**config.mk**
```make
export PLATFORM = sky130hd
export DESIGN_NAME = sp_ram_param
export DESIGN_NICKNAME = d
export VERILOG_FILES = /design/src/rtl/sp_ram_param.sv
export SDC_FILE = /design/constraint.sdc
export NUM_CORES = 1
export LEC_CHECK = 0
export BUFFER_PORTS_ARGS = -buffer_cell sky130_fd_sc_hd__clkbuf_2
export CORE_AREA = 2 2 171 256
export DETAILED_ROUTE_END_ITERATION = 10
export DIE_AREA = 0 0 173 258
export PLACE_DENSITY_LB_ADDON = 0.1
export REMOVE_ABC_BUFFERS = 1
export SKIP_CTS_REPAIR_TIMING = 1
export SYNTH_ARGS = -nofsm -noshare
export SYNTH_HDL_FRONTEND = slang
export SYNTH_SLANG_ARGS = --single-unit
```
**constraint.sdc**
```tcl
create_clock -name clk -period 3.3 [get_ports clk]
set_input_delay 0.66 -clock clk [delete_from_list [all_inputs] [get_ports clk]]
set_output_delay 0.66 -clock clk [all_outputs]
set_load 0.02 [all_outputs]
```
**src/rtl/sp_ram_param.sv**
```systemverilog
// Single-port RAM with a registered read port, selectable read-during-write output behaviour,
// and a clear sweep that fills every word with INIT_VAL after reset or when clr is pulsed.
module sp_ram_param #(
  parameter int unsigned       DATA_W   = 8,
  parameter int unsigned       ADDR_W   = 6,
  parameter int unsigned       DEPTH    = 2**ADDR_W,
  parameter int unsigned       RDW_MODE = 0,
  parameter logic [DATA_W-1:0] INIT_VAL = '0
) (
  input  logic              clk,
  input  logic              rst,
  input  logic              clr,
  input  logic              en,
  input  logic              we,
  input  logic [ADDR_W-1:0] addr,
  input  logic [DATA_W-1:0] data,
  output logic [DATA_W-1:0] q,
  output logic              q_valid,
  output logic              busy
);

  typedef enum logic {IDLE = 1'b0, CLEAR = 1'b1} state_t;

  localparam logic [ADDR_W-1:0] CNT_LAST  = ADDR_W'(DEPTH - 1);
  localparam logic [ADDR_W:0]   DEPTH_LIM = (ADDR_W + 1)'(DEPTH);

  logic [DATA_W-1:0] mem [0:DEPTH-1];

  state_t            state_q, state_d;
  logic [ADDR_W-1:0] cnt_q, cnt_d;
  logic [DATA_W-1:0] q_q, q_d;
  logic              q_valid_q, q_valid_d;

  logic              in_range;
  logic [DATA_W-1:0] rd_data;
  logic              mem_we;
  logic [ADDR_W-1:0] mem_waddr;
  logic [DATA_W-1:0] mem_wdata;

  assign in_range = ({1'b0, addr} < DEPTH_LIM);
  assign rd_data  = in_range ? mem[addr] : '0;

  always_comb begin
    state_d   = state_q;
    cnt_d     = cnt_q;
    q_d       = q_q;
    q_valid_d = 1'b0;
    mem_we    = 1'b0;
    mem_waddr = addr;
    mem_wdata = data;
    case (state_q)
      CLEAR: begin
        // Port accesses and clr are ignored for the whole sweep.
        mem_we    = 1'b1;
        mem_waddr = cnt_q;
        mem_wdata = INIT_VAL;
        cnt_d     = cnt_q + 1'b1;
        if (cnt_q == CNT_LAST) begin
          state_d = IDLE;
        end
      end
      default: begin
        if (clr) begin
          state_d = CLEAR;
          cnt_d   = '0;
        end else if (en && we) begin
          if (in_range) begin
            mem_we = 1'b1;
            if (RDW_MODE == 1) begin
              q_d       = data;
              q_valid_d = 1'b1;
            end else if (RDW_MODE == 2) begin
              q_d       = rd_data;
              q_valid_d = 1'b1;
            end
          end
        end else if (en) begin
          q_d       = rd_data;
          q_valid_d = 1'b1;
        end
      end
    endcase
  end

  always_ff @(posedge clk) begin
    if (rst) begin
      state_q   <= CLEAR;
      cnt_q     <= '0;
      q_q       <= '0;
      q_valid_q <= 1'b0;
    end else begin
      state_q   <= state_d;
      cnt_q     <= cnt_d;
      q_q       <= q_d;
      q_valid_q <= q_valid_d;
    end
  end

  // Storage has no reset so it can map onto a RAM macro; rst only gates the write.
  always_ff @(posedge clk) begin
    if (!rst && mem_we) begin
      mem[mem_waddr] <= mem_wdata;
    end
  end

  assign q       = q_q;
  assign q_valid = q_valid_q;
  assign busy    = (state_q == CLEAR);

endmodule

```
### Yosys cells after proc, flatten, opt, wreduce, memory -nomap -nowiden

Memory sizes are Yosys's and may differ from the RTL's. A register that Yosys moved wholly into a read port is not among the register bits.
Cells that the tools add are included.

| word-level totals | value |
|---|---|
| register bits | 8 |
| bits in latches | 0 |
| RAM bits | 512 |
| memory bits (read-only) | 0 |
| input bits | 19 |
| output and inout bits | 10 |
| word-level logic and storage cells | 28 |
| memories | 1 |

Memories:

| memory | words | bits a word | read ports | clocked after Yosys merged registers in | write ports | RTL line | text |
|---|---|---|---|---|---|---|---|
| mem | 64 | 8 | 1 | 1 | 1 | 27 | `logic [DATA_W-1:0] mem [0:DEPTH-1];` |

| cells by class | value |
|---|---|
| $add $sub $neg | 1 |
| multipliers | 0 |
| divide/modulo/power cells | 0 |
| $lt $le $gt $ge | 0 |
| equality and inequality tests | 1 |
| shifts and indexed selects | 0 |
| mux-type cells | 13 |
| bitwise logic cells | 3 |
| reductions and logical operators | 6 |

Operator list:

| cell | number |
|---|---|
| $mux 6 | 3 |
| $mux 1 | 9 |
| $mux 8 | 1 |
| $add 6x1->6 const B | 1 |
| $eq 6x6->1 const B | 1 |
| $reduce_and 4->1 | 1 |
| $reduce_or 4->1 | 1 |
| $not 1->1 | 3 |
| $logic_and 1x1->1 | 2 |
| $reduce_bool 2->1 | 1 |
| $logic_not 1->1 | 1 |

### Longest topological paths before layout

| depth | value |
|---|---|
| depth in word-level cells | 7 |
| depth in mapped cells | 9 |
| mapped depth without buffers | 5 |

### Worst setup path before layout

Ideal clock, no wire load.

| timing | value |
|---|---|
| path type | register to register |
| start point | register state_q, in the netlist busy |
| end point | memory mem[0][1] (data pin) |
| setup time | 514 ps |
| arrival time | 2579 ps |
| data required time | 2786 ps |
| path slack | 207 ps |
| cell stages (with the launch flop) | 5 |
| path buffers | 3 |
| period minus slack after synthesis | 3093 ps |
| cells stage by stage | dfxtp_1 -> clkbuf_1 -> clkbuf_1 -> clkbuf_1 -> nor2b_1 |

| between the ends | value |
|---|---|
| cells in the longest elaborated chain, start to end | 1 |

Ends and longest elaborated chain:

| item | RTL line | text |
|---|---|---|
| start: declaration | 29 | `state_t state_q, state_d;` |
| start signal: assignment | 92 | `state_q <= state_d;` |
| $mux 8 | 51 | `case (state_q)` |
| net mem_wdata[1] | 38 | `logic [DATA_W-1:0] mem_wdata;` |
| end: declaration | 27 |  |

The timed path passes the listed nets, and every way through them passes these cells.

==> summary.txt <==
STA
  – Achievable Freq: 406.8 MHz
  – Final hold vios: 0
  – Worst relative slew slack: 0.4011
  – Clock Skews: between 0.02 and 0.03 ns
  – Setup_tns: 0 ns
  – Worst Slack Setup Final: 0.8419 ns
  – RSZ-0062 raised after global routing: no
  – Worst-Margin Slew: 0.8950 ns
  – Slew Viols, Final: 0
  – Final setup fails: 0
  – Final min period: approximately 2.5 ns
  – Period utilisation layout: 0.7449

Detailed routing
  – Routed wire length: just under 50 mm
  – Initial DRC count: 875
  – Drt drc: 0
  – Total vias in the final route: approximately 11,000
  – WL per Instance: ~26 µm
  – Antenna-violating nets left: 0
  – Vias/cell: 5.732
  – Drt pass-1 iters: 5

Placement
  – PortBufs: 28
  – RePlAce Congestion: roughly 0.85
  – Detailed placer's ending HPWL: 31.21 mm
  – Placement Setup Slack: around 0.23 ns

Synthesis
  – FF+latch count, synth: between 500 and 600
  – EDFF count, synth: roughly 510
  – Library cells used by synthesis: slightly above 40
  – Primary FF master, synth: edfxtp_1
  – Area leader, netlist: edfxtp_1
  – Yosys warning count: 0
  – Synth Cell Area: roughly 0.021 mm²
  – Ys async rst share: 0
  – Syn Inst Count: 1,184
  – Top cell type's share of synthesized area: 0.7331
  – Synth top area cells: edfxtp_1, mux2i_1, mux4_2
  – Register area share after synthesis: 0.7484
  – Post-Syn Area per Cell: around 18 µm²

Clock network
  – H-tree level count: 2
  – Max Buffers Root-to-Sink: 3
  – Clock Sinks: roughly 530
  – CTS buffer count: 47
  – Latest clock arrival within the worst-skew pair: 0.58 ns
  – CTS tree: yes
  – CTS root buf: clkbuf_16
  – Clock-pin slew on the worst setup and hold paths: 0.07 ns

Setup path
  – Critical path type: in -> reg
  – Worst path slowest cell: nor4_2
  – CP Max Fanout: 21
  – Most frequent CP cell: o22ai_1
  – Critical path, cell by cell: clkbuf_2 > nand4bb_1 > o22ai_1 > nor4_2 > o22ai_1 > or3_1
  – Worst setup SP type: primary input
  – Crit path max-delay family: simple AND/OR/NAND/NOR gates
  – Crit. End Element: register
  – Slowest stage delay, CP: around 0.52 ns
  – Worst EP arrival: between 2 and 3 ns
  – CP required: 3.77 ns
  – CP Buf/Inv Count: 1

Global routing
  – Gr usage total: 0.2220
  – Largest net degree at the start of global routing: 65
  – Number of global-route vias before repair: approximately 11,000
  – Initial antenna violation count: 1
  – Total gr overflow: 0
  – First-pass GRT wire length: 72.80 mm

Floorplan
  – IO Pins: 29
  – Rows: 93
  – Die X: between 150 and 200 µm
  – Die Y: 258 µm
  – Initial Util: 0.4924
  – Core ar.: 0.04259 mm²
  – Die Area: around 0.045 mm²

Finish
  – Area grow syn2layout: 14.00%
  – Fraction of layout cells with a size suffix above 1: 0.1916
  – Final core occ: 0.5614
  – Diodes inserted: 0
  – Nets: 1,312

Worst hold path
  – Worst hold path class: in -> reg

Flow run
  – Maxcap violations: 0

Run status
  – Status: complete, no violations

Power and ir drop
  – Tot Pwr: approximately 13 mW
  – Maximum vdd drop: roughly 0.00042 V
  – P_leak: 8.345 nW
  – Pwr/cell area: between 500 and 600 mW/mm²
-- layer usage --
layer	GRT usage	up-vias	part of all wire
met2	0.4158	235	0.55
met1	0.2671	5634	0.39
met4	0.07062	0	0.028
met3	0.02532	67	0.034
li1	-	4960	-
met5	0	-	0
-- where the power goes --
part           switching [mW]  internal [mW]
Combinational           0.312          0.214
Clock                    2.40           3.12
Sequential            0.00884           7.26
-- stage by stage --
step	hold slack, ns	cell area [µm²]	std cells
final	0.3587	23910	1901
after detailed placement	0.5736	22350	1813
after floorplan	0.5161	20550	1116
after global placement	0.5723	22350	1813
after CTS	0.3517	23910	1901
after global routing	0.3563	23910	1901
-- registers in the layout, indices dropped and copies added (netlist names) --
name and flops:
mem 512, q 8, cnt_q 6, busy 1
q_valid 1
-- cell families (layout without fill, tap and decap cells) --
| family | count (synthesis) | after routing | share of synthesized area |
|---|---|---|---|
| compound gates | 140 | 140 | 0.04540 |
| simple gates | 201 | 201 | 0.04946 |
| flops | 528 | 528 | 0.7484 |
| fa+ha+maj | 1 | 1 | 0.0005965 |
| mux | 244 | 244 | 0.1356 |
| buf+inv | 70 | 217 | 0.02058 |
-- layout by cell type (no fill, tap or decap), types with 13 or more instances in the layout --
| cell | instances |
|---|---|
| edfxtp_1 | 512 |
| nor2_1 | 73 |
| nand2_1 | 30 |
| mux2i_1 | 211 |
| mux4_2 | 32 |
| clkinv_2 | 13 |
| o22ai_1 | 40 |
| dfxtp_1 | 15 |
| buf_4 | 89 |
| clkbuf_2 | 27 |
| clkbuf_16 | 48 |
| a22oi_1 | 64 |
| o21ai_0 | 18 |
| nand3_1 | 38 |
-- path summary, 6_finish.rpt --
check        cells past startpoint         end     start  slack, ns
min reg2reg                      1    cnt_q[2]  cnt_q[2]       0.58
max                              6        q[3]   addr[3]       0.84
max reg2reg                      5  mem[17][2]      busy       0.84
min                              2    cnt_q[3]       rst       0.36
-- area by class of cell --
cell class | count | area (µm²)
sequential | 528 | 15700
fill | 3400 | 18680
inverter | 2 | 7.507
timing repair buffer | 127 | 1018
clock inverter | 30 | 301.5
clock buffer | 58 | 1259
tap | 570 | 713.2
multi-input combinational | 586 | 4913
-- Yosys cell counts, types with 2 or more instances --
| cell type | instances |
|---|---|
| or3_1 | 8 |
| nor2b_1 | 14 |
| dfxtp_1 | 16 |
| buf_2 | 16 |
| o21ai_0 | 18 |
| nand3_1 | 38 |
| mux2i_1 | 211 |
| buf_1 | 6 |
| a21oi_1 | 6 |
| clkbuf_1 | 20 |
| o22ai_1 | 40 |
| nand2_1 | 30 |
| edfxtp_1 | 512 |
| a22oi_1 | 64 |
| nand3b_1 | 5 |
| nor4_2 | 8 |
| buf_6 | 9 |
| nand2b_1 | 6 |
| buf_4 | 12 |
| nor2_1 | 74 |
| nand4_1 | 2 |
| a41oi_1 | 9 |
| clkbuf_2 | 2 |
| and2_1 | 3 |
| buf_8 | 3 |
| inv_1 | 2 |
| nand4b_1 | 3 |
| nand4bb_1 | 2 |
| o31ai_1 | 2 |
| mux4_2 | 32 |
No activity file was read; power rests on OpenSTA's default activity.
